$ cat config.mk
export PLATFORM = sky130hd
export DESIGN_NAME = uart_tx_arbiter
export DESIGN_NICKNAME = d
export VERILOG_FILES = /design/src/rtl/uart_pkg.sv /design/src/rtl/rr_arbiter.sv /design/src/rtl/uart_tx_arbiter.sv
export SDC_FILE = /design/constraint.sdc
export NUM_CORES = 1
export LEC_CHECK = 0
export ABC_AREA = 0
export CAP_MARGIN = 20
export CORE_MARGIN = 4
export CORE_UTILIZATION = 40
export DETAILED_ROUTE_END_ITERATION = 6
export PLACE_DENSITY = 0.67
export SYNTH_ARGS = -nofsm -noshare
export SYNTH_HDL_FRONTEND = slang
export SYNTH_SLANG_ARGS = --single-unit
$ cat constraint.sdc
create_clock -name clk -period 3.42 [get_ports clk]
set_input_delay 0.684 -clock clk [delete_from_list [all_inputs] [get_ports clk]]
set_output_delay 0.684 -clock clk [all_outputs]
set_load 0.005 [all_outputs]
$ cat src/rtl/uart_pkg.sv
// uart_pkg: shared types and constants for the UART transmit path.
//   uart_arb_state_t  : arbiter FSM states (IDLE, SEND, ISSUE, HOLD)
//   UartSamplesPerBit : oversampling ratio used by uart_tx
//   UartFrameBits     : start + 8 data + stop
//   UartByteCycles    : clocks uart_tx keeps ready low per byte
//   StallCntW         : width of the arbiter's requester-stall counter
package uart_pkg;

  typedef enum logic [1:0] {
    IDLE  = 2'd0,
    SEND  = 2'd1,
    ISSUE = 2'd2,
    HOLD  = 2'd3
  } uart_arb_state_t;

  localparam int UartSamplesPerBit = 16;
  localparam int UartFrameBits     = 10;
  localparam int UartByteCycles    = UartSamplesPerBit * UartFrameBits;
  localparam int StallCntW         = 16;

endpackage

$ cat src/rtl/rr_arbiter.sv
// rr_arbiter: combinational round-robin pick.
//   req        in  N   request vector
//   last_grant in  W   previous winner; search starts at last_grant+1
//   found      out 1   at least one request set
//   winner     out W   first set request after last_grant, wrapping
module rr_arbiter #(
  parameter  int N = 4,
  localparam int W = $clog2(N)
) (
  input  logic [N-1:0] req,
  input  logic [W-1:0] last_grant,
  output logic         found,
  output logic [W-1:0] winner
);

  logic [W:0] idx;

  // Walk from the farthest candidate to the nearest so the nearest set
  // request after last_grant is the one left standing.
  always_comb begin
    found  = 1'b0;
    winner = '0;
    idx    = '0;
    for (int k = N; k >= 1; k--) begin
      idx = {1'b0, last_grant} + (W+1)'(k);
      if (idx >= (W+1)'(N)) idx = idx - (W+1)'(N);
      if (req[idx[W-1:0]]) begin
        found  = 1'b1;
        winner = idx[W-1:0];
      end
    end
  end

endmodule

$ cat src/rtl/uart_tx_arbiter.sv
// uart_tx_arbiter: packet-level round-robin sharing of one uart_tx.
//   clk, rst_n   clock / async active-low reset
//   req_valid    in  N    requester i offers a byte
//   req_data     in  N*8  byte of requester i at [8i+7:8i]
//   req_last     in  N    offered byte closes requester i's packet
//   req_ready    out N    one-hot accept pulse (combinational)
//   tx_data      out 8    registered byte to uart_tx.data
//   tx_start     out 1    registered 1-cycle start pulse to uart_tx
//   tx_ready     in  1    uart_tx.ready
//   grant_id     out      current / most recent owner
//   busy         out 1    a packet lock is held
//   timeout      out 1    1-cycle pulse when a stalled lock is revoked
module uart_tx_arbiter
  import uart_pkg::*;
#(
  parameter  int NumRequesters = 4,
  parameter  int LockTimeout   = 1024,
  localparam int GW            = $clog2(NumRequesters)
) (
  input  logic                       clk,
  input  logic                       rst_n,
  input  logic [NumRequesters-1:0]   req_valid,
  input  logic [NumRequesters*8-1:0] req_data,
  input  logic [NumRequesters-1:0]   req_last,
  output logic [NumRequesters-1:0]   req_ready,
  output logic [7:0]                 tx_data,
  output logic                       tx_start,
  input  logic                       tx_ready,
  output logic [GW-1:0]              grant_id,
  output logic                       busy,
  output logic                       timeout
);

  localparam bit                   TimeoutEn = (LockTimeout != 0);
  localparam logic [StallCntW-1:0] LockLimit = StallCntW'(LockTimeout);

  uart_arb_state_t      state_q, state_d;
  logic [GW-1:0]        grant_q, grant_d;
  logic [GW-1:0]        last_grant_q, last_grant_d;
  logic [StallCntW-1:0] stall_q, stall_d, stall_inc;
  logic [7:0]           tx_data_q, tx_data_d;
  logic                 busy_q, busy_d;
  logic                 last_q, last_d;
  logic                 tx_start_q, tx_start_d;
  logic                 timeout_q, timeout_d;

  logic                 arb_found;
  logic [GW-1:0]        arb_winner;
  logic                 cur_valid, cur_last, accept;
  logic [7:0]           cur_data;

  rr_arbiter #(.N(NumRequesters)) u_rr (
    .req        (req_valid),
    .last_grant (last_grant_q),
    .found      (arb_found),
    .winner     (arb_winner)
  );

  // Owner's lane, selected by the registered grant.
  assign cur_valid = req_valid[grant_q];
  assign cur_last  = req_last[grant_q];
  assign cur_data  = req_data[{grant_q, 3'b000} +: 8];
  assign accept    = (state_q == SEND) && tx_ready && cur_valid;

  // Saturating so a long stall with the timeout disabled never wraps.
  assign stall_inc = (stall_q == '1) ? stall_q : stall_q + 1'b1;

  always_comb begin
    req_ready = '0;
    if (accept) req_ready[grant_q] = 1'b1;
  end

  always_comb begin
    state_d      = state_q;
    grant_d      = grant_q;
    last_grant_d = last_grant_q;
    stall_d      = stall_q;
    tx_data_d    = tx_data_q;
    busy_d       = busy_q;
    last_d       = last_q;
    tx_start_d   = 1'b0;
    timeout_d    = 1'b0;
    case (state_q)
      IDLE: begin
        if (arb_found) begin
          grant_d = arb_winner;
          busy_d  = 1'b1;
          stall_d = '0;
          state_d = SEND;
        end
      end
      SEND: begin
        if (accept) begin
          tx_data_d  = cur_data;
          last_d     = cur_last;
          tx_start_d = 1'b1;
          state_d    = ISSUE;
        end else begin
          // Only requester stalls count; transmitter backpressure with
          // valid held high resets the count instead.
          if (!cur_valid) stall_d = stall_inc;
          else            stall_d = '0;
          // Compare on the next value so the pulse lands exactly
          // LockTimeout cycles after SEND is entered.
          if (TimeoutEn && (stall_d == LockLimit)) begin
            timeout_d    = 1'b1;
            busy_d       = 1'b0;
            last_grant_d = grant_q;
            state_d      = IDLE;
          end
        end
      end
      ISSUE: begin
        // tx_start_q is high during this cycle; uart_tx samples it here.
        state_d = HOLD;
      end
      HOLD: begin
        // uart_tx.ready is already low here, so it is not consulted.
        if (last_q) begin
          last_grant_d = grant_q;
          busy_d       = 1'b0;
          state_d      = IDLE;
        end else begin
          stall_d = '0;
          state_d = SEND;
        end
      end
      default: state_d = IDLE;
    endcase
  end

  always_ff @(posedge clk or negedge rst_n) begin
    if (!rst_n) begin
      state_q      <= IDLE;
      grant_q      <= '0;
      last_grant_q <= GW'(NumRequesters - 1);
      stall_q      <= '0;
      tx_data_q    <= '0;
      busy_q       <= 1'b0;
      last_q       <= 1'b0;
      tx_start_q   <= 1'b0;
      timeout_q    <= 1'b0;
    end else begin
      state_q      <= state_d;
      grant_q      <= grant_d;
      last_grant_q <= last_grant_d;
      stall_q      <= stall_d;
      tx_data_q    <= tx_data_d;
      busy_q       <= busy_d;
      last_q       <= last_d;
      tx_start_q   <= tx_start_d;
      timeout_q    <= timeout_d;
    end
  end

  assign tx_data  = tx_data_q;
  assign tx_start = tx_start_q;
  assign grant_id = grant_q;
  assign busy     = busy_q;
  assign timeout  = timeout_q;

endmodule
==> flow_summary.yaml, run 1 <==
run_status:
  status: "completed"
final_layout:
  layout_commonest_cell: "clkdlybuf4s50_1"
  fin_nets: 373
  final_cell_mix: "clkdlybuf4s50_1 (58), nand2_1 (48), dfrtp_1 (32), o21ai_0 (23), nor2_1 (17)"
  fillCellCount: 528
  drive_gt1_frac: 0.1364
  diodes: 0
  area_growth_pct: 34.33
synthesis:
  synth-seq-area-share: 0.3647
  synth-edff-count: 0
  syn_avg_cell_area_um2: 8.698
  ys.flop_type: "dfrtp_1"
  yosysTopAreaCellShare: 0.3422
  ys_top_cells_by_area: "dfrtp_1 (34%), mux4_2 (9.6%), nand2_1 (7.7%), o21ai_0 (4.9%), nand3_1 (3.2%)"
  synth_top_cell_by_area: "dfrtp_1"
  ys_ff_latch: 34
  yosys_warnings: 0
  ys_types: 46
  syn_area_um2: 2340
  syn_inst: 269
  async_reset_ff_frac: 1.000
  synth_nets: 313
critical_path:
  critPathTopFamily: "buffers and inverters"
  arrival_ns: 2.62
  setup.worst_path.start_class: "primary input"
  cp-end-kind: "primary output"
  crit_chain: "clkdlybuf4s50_1 -> mux4_2 -> nand2_1 -> inv_1 -> nand3_2 -> inv_1 -> and3_1 -> clkdlybuf4s50_1"
  critPathBufInv: 4
  crit_path_top_delay_cell: "mux4_2"
  max_stage_delay_ns: 0.50
  crit_fanout: 4
  crit_type: "in -> out"
  required_ns: 2.74
timing:
  period_share: 0.9669
  hold_viol: 0
  min_period_ns: 3.307
  fin_setup_tns_ns: 0
  max_freq_ghz: 0.3024
  rsz0062_at_grt: "no"
  drv_slew: 0
  final-setup-viol-count: 0
  max_slew_margin: 0.5370
  worstMarginPinSlew_ns: 0.6891
  hold_ws_ns: 0.4875
  fin_skew_ns: 0.01105
pwr:
  p_leak_nw: 1.315
  powerDensity_nw_per_um2: 617.9
  total_power_mw: 1.942
  ir_worst_vdd_v: 0.0003307
clocking:
  clock_sink_count: 34
  clock_latency_ns: 0.29
  cts_tree: "built"
  cts_resized: 0
  postCtsSetupRepairBufs: 0
  clkSlewWorstSetupHoldPaths_ns: 0.07
  cts_root_buf: "clkbuf_8"
  cts.htree.levels: 2
  cts_buffers: 5
  holdBufCountCts: 0
  cts_buffer_depth: 2
detailed_routing:
  post-route-drc-count: 0
  drt-total-wl_um: 6118
  detail-route-antenna-nets: 0
  wl_per_cell_um: 15.22
  drtPass1Iterations: 4
  via_per_inst: 5.672
  via_count: 2280
  drt_iter0_markers: 100
global_route:
  grt_usage: 0.1835
  grt_overflow: 0
  grt_pass1_vias: 2334
  grt_pass1_wl_um: 10680
  grt_max_degree: 35
  antenna_found_initial: 0
die:
  rows: 27
  die_h_um: 84.48
  core-area_um2: 5574
  initial_core_util: 0.4198
  ios: 60
  dieArea_um2: 7137
  fp.dieW_um: 84.48
run:
  max-cap-violations: 0
placed_design:
  io_buffers: 59
  dpl.hpwl_um: 4676
  gp_congestion: 0.8629
worst_hold_path:
  hp-class: "reg -> reg"
[final timing paths]
check	slack, ns	cells past startpoint	to	startpoint
min in group asynchronous	0.81	2	stall_q[11]	rst_n
max in group asynchronous	2.27	2	last_grant_q[0]	rst_n
min reg2reg	0.49	2	tx_data[3]	tx_data[3]
min	0.49	2	tx_data[3]	tx_data[3]
max	0.11	8	req_ready[3]	req_valid[2]
max reg2reg	0.43	7	last_grant_q[0]	stall_q[5]
[tightest hold or removal path, cell delays in order (launching register included)]
cell and delay, ns:
dfrtp_1 0.35, nand2_1 0.05, nand2_1 0.05
[per-stage QoR]
step           cell area, µm²  worst slack, ns  utilization  cells
5_1_grt                  3143          0.02405       0.5639    402
6_report                 3143           0.1130       0.5639    402
2_1_floorplan            2340           0.7765            -    269
3_3_place_gp             3040          0.08061       0.5455    394
4_1_cts                  3136          0.04503       0.5625    402
3_5_place_dp             3040          0.05151       0.5455    394
[power breakdown]
| group | switching (mW) | total, mW | internal, mW |
|---|---|---|---|
| Sequential | 0.123 | 0.638 | 0.514 |
| Clock | 0.148 | 0.309 | 0.162 |
| Combinational | 0.487 | 0.995 | 0.508 |
| Total | 0.758 | 1.94 | 1.18 |
[Yosys cell counts (6+ instances only)]
master,number
nand3_1,15
o21ai_0,23
inv_1,10
mux4_2,10
clkbuf_1,12
nand2_1,48
nor2_1,17
buf_2,6
nor3_1,7
dfrtp_1,32
nand4_1,8
a21oi_1,14
[cell families (layout without fill, tap and decap cells)]
kind of cell,count (synthesis),in the layout,synth area share
AO/OA/AOI/OAI,68,68,0.1936
XOR/XNOR,5,5,0.01872
adder cells (fa/ha/maj),1,1,0.005347
buffers and inverters,30,91,0.05241
flip-flops,34,34,0.3647
multiplexers,13,13,0.1096
AND/OR/NAND/NOR,118,118,0.2556
[layout make-up]
type / count / area [µm²] / share of cell area
Inverter: 10 / 37.54 / 0.01194
Timing Repair Buffer: 73 / 698.2 / 0.2221
Tap cell: 72 / 90.09 / 0.02866
Clock inverter: 2 / 12.51 / 0.003981
Sequential cell: 34 / 853.3 / 0.2715
Clock buffer: 6 / 82.58 / 0.02627
Multi-Input combinational cell: 205 / 1369 / 0.4355
[flip-flops by register name (all words and copies together), names as in the netlist, named ones only]
register,cells
tx_start,1
busy,1
last_q,1
stall_q,16
tx_data,8
state_q,1
last_grant_q,2
grant_id,2
timeout,1
[metal layers]
layer	routed length, µm	track usage	up-vias
li1	-	-	1118
met1	2677	0.2201	1076
met2	2812	0.3060	76
met3	548	0.07556	10
met4	80	0.04604	0
met5	0	0	-
Power figures use the tool's default switching activity.
==> inputs of run 2 (changes only) <==
Settings changed: CTS_BUF_LIST from default to sky130_fd_sc_hd__clkbuf_8 sky130_fd_sc_hd__clkbuf_16, SETUP_SLACK_MARGIN from default to 0.5.
==> run 2 against run 1 <==
Compared with the run above:
- clock power about the same
- critical endpoint is now req_ready[1]
- wire length rose by 1.2%
- first-iteration DRC count increased by 7.0%
- largest cell class unchanged
- clock skew fell by 0.0014 ns
==> flow_summary.yaml, run 2 (synthesis gave the netlist of run 1 again) <==
worst_hold_path:
  whs_endpoint: "tx_data[3]"
  hp-class: "reg -> reg"
  whs_path_depth: 2
  min_from: "tx_data[3]"
timing:
  hold_viol: 0
  max_slew_margin: 0.5021
  period_share: 0.8039
  worstMarginPinSlew_ns: 0.7411
  drv_slew: 0
  fin_skew_ns: 0.009664
  max_freq_ghz: 0.3637
  min_period_ns: 2.749
  final-setup-viol-count: 0
  fin_setup_tns_ns: 0
  rsz0062_at_grt: "no"
critical_path:
  r2r_start: "stall_q[3]"
  cp-end-kind: "primary output"
  reg2reg_slack_ns: 0.70
  setup.worst_path.start_class: "primary input"
  arrival_ns: 2.07
  max_stage_delay_ns: 0.52
  reg2reg_to: "state_q[0]"
  crit_path_top_delay_cell: "mux4_2"
  crit_chain: "dlygate4sd2_1 -> mux4_2 -> nand2_2 -> inv_2 -> nand3_4 -> inv_4 -> and3_1 -> buf_2"
  r2r_cells: 8
  crit_type: "in -> out"
  crit_fanout: 4
  required_ns: 2.74
clocking:
  cts_buffer_depth: 2
  clkSlewWorstSetupHoldPaths_ns: 0.07
  cts.htree.levels: 2
  clock_sink_count: 34
  cts_root_buf: "clkbuf_8"
  clock_latency_ns: 0.29
  cts_tree: "built"
  cts_buffers: 5
final_layout:
  layout_commonest_cell: "clkdlybuf4s50_1"
  largest_reg_flops: 16
  final_cell_mix: "clkdlybuf4s50_1 (51), nand2_1 (47), dfrtp_1 (31), o21ai_0 (23), nor2_1 (17)"
  fillCellCount: 516
  top_register: "stall_q"
  fin_nets: 374
  seq_area_um2: 854.6
  multi_input_area_um2: 1424
  area_growth_pct: 36.79
  diodes: 0
  drive_gt1_frac: 0.1722
detailed_routing:
  drt_iter0_markers: 107
  post-route-drc-count: 0
  detail-route-antenna-nets: 0
  via_count: 2298
  wl_per_cell_um: 15.36
  via_per_inst: 5.702
  drt-total-wl_um: 6192
  drtPass1Iterations: 4
pwr:
  p_leak_nw: 1.359
  switching_share: 0.3966
  pwr-share-clk: 0.157
  total_power_mw: 1.967
  combPwrFrac: 0.518
  ir_worst_vdd_v: 0.0003314
  powerDensity_nw_per_um2: 614.6
  p_int_mw: 1.187
  p_seq_frac: 0.325
  switching_power_mw: 0.7802
global_route:
  grt_pass1_vias: 2335
  grt_usage: 0.1841
  grt_overflow: 0
  grt_max_degree: 35
  grt_pass1_wl_um: 10720
  antenna_found_initial: 0
die:
  die_h_um: 84.48
  rows: 27
  initial_core_util: 0.4198
  fp.dieW_um: 84.48
  ios: 60
  dieArea_um2: 7137
  core-area_um2: 5574
placed_design:
  dpl.hpwl_um: 4676
  gp_congestion: 0.8629
  io_buffers: 59
run_status:
  status: "completed"
run:
  max-cap-violations: 0
[run 2: changes by cell type in the layout (fill, tap and decap cells not counted), sizes merged]
cell and change:
clkdlybuf4s50 -7, dlygate4sd2 +4, clkbuf +1, buf +2, dlymetal6s2s +1
[run 2: repair_timing]
| item | 4_1_cts | 5_1_grt |
|---|---|---|
| hold endpoints to repair | 0 | 0 |
| pin swaps | 2 | 7 |
| setup endpoints to repair | 7 | 8 |
| resized for setup | 9 | 19 |
| setup buffers | 0 | 1 |
| hold buffers | 0 | 0 |
[run 2: area by class of cell]
| class | instances | area share |
|---|---|---|
| timing repair buffer | 74 | 0.2177 |
| inverter | 10 | 0.01251 |
| tap | 72 | 0.02815 |
| sequential | 34 | 0.2670 |
| clock inverter | 2 | 0.003909 |
| clock buffer | 6 | 0.02580 |
| multi-input combinational | 205 | 0.4449 |
[run 2: worst max-delay path by stage]
stage	from	endpoint	slack [ns]
after global placement	req_valid[0]	req_ready[3]	0.08
after detailed placement	req_valid[0]	req_ready[3]	0.05
after global routing	stall_q[5]	state_q[0]	0.52
after floorplan	req_valid[3]	busy	0.78
final	req_valid[0]	req_ready[1]	0.67
after CTS	req_valid[3]	req_ready[3]	0.36
[run 2: metal layers]
| layer | up-vias | GRT usage | wire (µm) |
|---|---|---|---|
| met4 | 0 | 0.04604 | 49 |
| met5 | - | 0 | 0 |
| met1 | 1100 | 0.2213 | 2693 |
| met3 | 6 | 0.07556 | 544 |
| met2 | 74 | 0.3068 | 2905 |
| li1 | 1118 | - | - |
[run 2: power by group through the flow]
stage / registers (mW) / logic, mW / clock network, mW
6_report: 0.640 / 1.02 / 0.308
2_1_floorplan: 0.590 / 0.644 / 0
3_5_place_dp: 0.644 / 1.01 / 0
3_3_place_gp: 0.639 / 0.996 / 0
5_1_grt: 0.659 / 1.15 / 0.341
4_1_cts: 0.638 / 1.01 / 0.323
[run 2: stage by stage]
stage / setup slack [ns] / instances / hold WS (ns) / util / instance area, µm²
floorplan: 0.7765 / 269 / 0.3884 / - / 2340
global placement: 0.08061 / 394 / 0.4586 / 0.5455 / 3040
detailed placement: 0.05151 / 394 / 0.4730 / 0.5455 / 3040
CTS: 0.3589 / 402 / 0.4927 / 0.5634 / 3141
global route: 0.5216 / 403 / 0.5357 / 0.5742 / 3201
finish: 0.6706 / 403 / 0.4875 / 0.5742 / 3201
[run 2: worst max-delay path, delay by kind of cell]
kind                   cells  cell delay (ns)
buffers and inverters      4             0.48
muxes                      1             0.52
and+or+nand+nor            3             0.39
==> inputs of run 3 (changes only) <==
Clock period 3.42 ns to 2.8 ns, I/O delays scaled along.
==> run 3 against run 2 <==
Compared with the run above:
- die area unchanged
- final cell count increased by 8.2%
- sequential share of layout area decreased by 2.4 points
- design area increased by 11%
- clock power increased by 46%
- register-to-register slack got worse by 0.27 ns
- critical path depth unchanged
- sequential power increased by 19%
- highest routed layer unchanged
- global-route usage increased by 2.2 points
==> flow_summary.yaml, run 3 (synthesis gave the netlist of run 1 again) <==
detailed_routing:
  detail-route-antenna-nets: 0
  drtPass1Iterations: 4
  via_count: 2487
  via_per_inst: 5.704
  drt_iter0_markers: 118
  highest_layer: "met4"
  met3_length_um: 513
  drt-total-wl_um: 7030
  post-route-drc-count: 0
  wl_met2_um: 3439
  drt-met1-wl_um: 2946
  wl_per_cell_um: 16.12
pwr:
  combPwrFrac: 0.542
  p_leak_nw: 1.537
  p_int_mw: 1.633
  pwr-share-clk: 0.170
  powerDensity_nw_per_um2: 749.8
  total_power_mw: 2.652
  switching_share: 0.3842
  switching_power_mw: 1.019
  ir_worst_vdd_v: 0.0004428
  p_seq_frac: 0.288
placed_design:
  io_buffers: 59
  dpl.hpwl_um: 5047
  gp_congestion: 0.8659
  place_worst_setup_slack_ns: -0.2765
global_route:
  grt_usage: 0.2065
  grt_overflow: 0
  antenna_found_initial: 0
  grt_max_degree: 35
  grt_pass1_wl_um: 11940
  grt_pass1_vias: 2563
critical_path:
  crit_type: "in -> reg"
  setup.worst_path.start_class: "primary input"
  cp-end-kind: "flop"
  arrival_ns: 2.57
  r2r_cells: 7
  crit_fanout: 3
  required_ns: 2.98
  max_stage_delay_ns: 0.51
  crit_chain: "clkdlybuf4s15_1 -> mux4_2 -> buf_6 -> or4_4 -> nor4_4 -> buf_4 -> a31oi_1 -> o211a_1"
  crit_path_top_delay_cell: "or4_4"
  reg2reg_slack_ns: 0.43
final_layout:
  fin_nets: 407
  largest_reg_flops: 16
  drive_gt1_frac: 0.3077
  layout_commonest_cell: "clkdlybuf4s50_1"
  final_util: 0.6346
  top_register: "stall_q"
  area_growth_pct: 51.18
  final_cell_mix: "clkdlybuf4s50_1 (50), nand2_1 (47), buf_4 (46), dfrtp_1 (27), o21ai_0 (23)"
  diodes: 0
timing:
  drv_slew: 0
  final-setup-viol-count: 0
  min_period_ns: 2.388
  max_freq_ghz: 0.4187
  worstMarginPinSlew_ns: 0.7856
  rsz0062_at_grt: "yes"
  period_share: 0.8529
  max_slew_margin: 0.4762
  fin_ws_ns: 0.4119
  fin_skew_ns: 0.007007
  hold_viol: 0
clocking:
  clock_sink_count: 34
  cts_buffers: 5
  cts_tree: "built"
  holdBufCountCts: 0
  clkSlewWorstSetupHoldPaths_ns: 0.07
  cts.htree.levels: 2
  cts_root_buf: "clkbuf_8"
  clock_latency_ns: 0.29
  cts_buffer_depth: 2
die:
  dieArea_um2: 7137
  ios: 60
  fp.dieW_um: 84.48
  initial_core_util: 0.4198
  rows: 27
  die_h_um: 84.48
  core-area_um2: 5574
run:
  max-cap-violations: 0
run_status:
  status: "completed"
worst_hold_path:
  hp-class: "in -> async"
-- run 3: per-stage QoR --
stage / instances / hold slack [ns] / TNS, ns / cell area, µm²
2_1_floorplan: 269 / 0.2644 / 0 / 2342
3_3_place_gp: 412 / 0.4583 / -1.238 / 3171
3_5_place_dp: 412 / 0.4674 / -1.901 / 3171
4_1_cts: 431 / 0.3682 / 0 / 3438
5_1_grt: 436 / 0.4097 / 0 / 3537
6_report: 436 / 0.3455 / 0 / 3537
-- run 3: power by group through the flow --
| stage | logic (mW) | registers [mW] | clock network, mW |
|---|---|---|---|
| finish | 1.44 | 0.764 | 0.450 |
| detailed placement | 1.29 | 0.771 | 0 |
| global route | 1.59 | 0.785 | 0.483 |
| CTS | 1.42 | 0.763 | 0.464 |
| global placement | 1.27 | 0.769 | 0 |
| floorplan | 0.790 | 0.721 | 0 |
-- run 3: final timing paths --
path | startpoint | end
max in group asynchronous | rst_n | stall_q[0]
worst max register to register | grant_id[1] | state_q[0]
worst min register to register | tx_data[7] | tx_data[7]
worst min-delay path | rst_n | stall_q[4]
worst max-delay path | req_valid[2] | state_q[0]
min in group clk | tx_data[7] | tx_data[7]
-- run 3: critical path: cells and delay by family --
family          cells  cell delay [ns]
buf+inv             3             0.49
mux                 1             0.50
compound gates      2             0.28
simple gates        2             0.73
-- run 3: cell type report --
type,instances,area (µm²)
clock buffers,5,68.82
clock inverters,3,40.04
fillers,493,2037
inverters,10,37.54
multi-input cells,205,1510
flip-flops and latches,34,859.6
well taps,72,90.09
repair buffers,107,930.9
-- run 3: routing by layer --
metal | up-vias | global-route usage
met4 | 0 | 0.07338
met2 | 88 | 0.3480
met5 | - | 0
met3 | 16 | 0.06379
met1 | 1204 | 0.2488
li1 | 1179 | -
-- run 3: repair_timing --
item | in CTS | in global routing
resized for setup | 55 | 13
hold endpoints to repair | 0 | 0
endpoints found under the setup margin | 25 | 13
pin swaps | 12 | 6
buffers inserted | 11 | 5
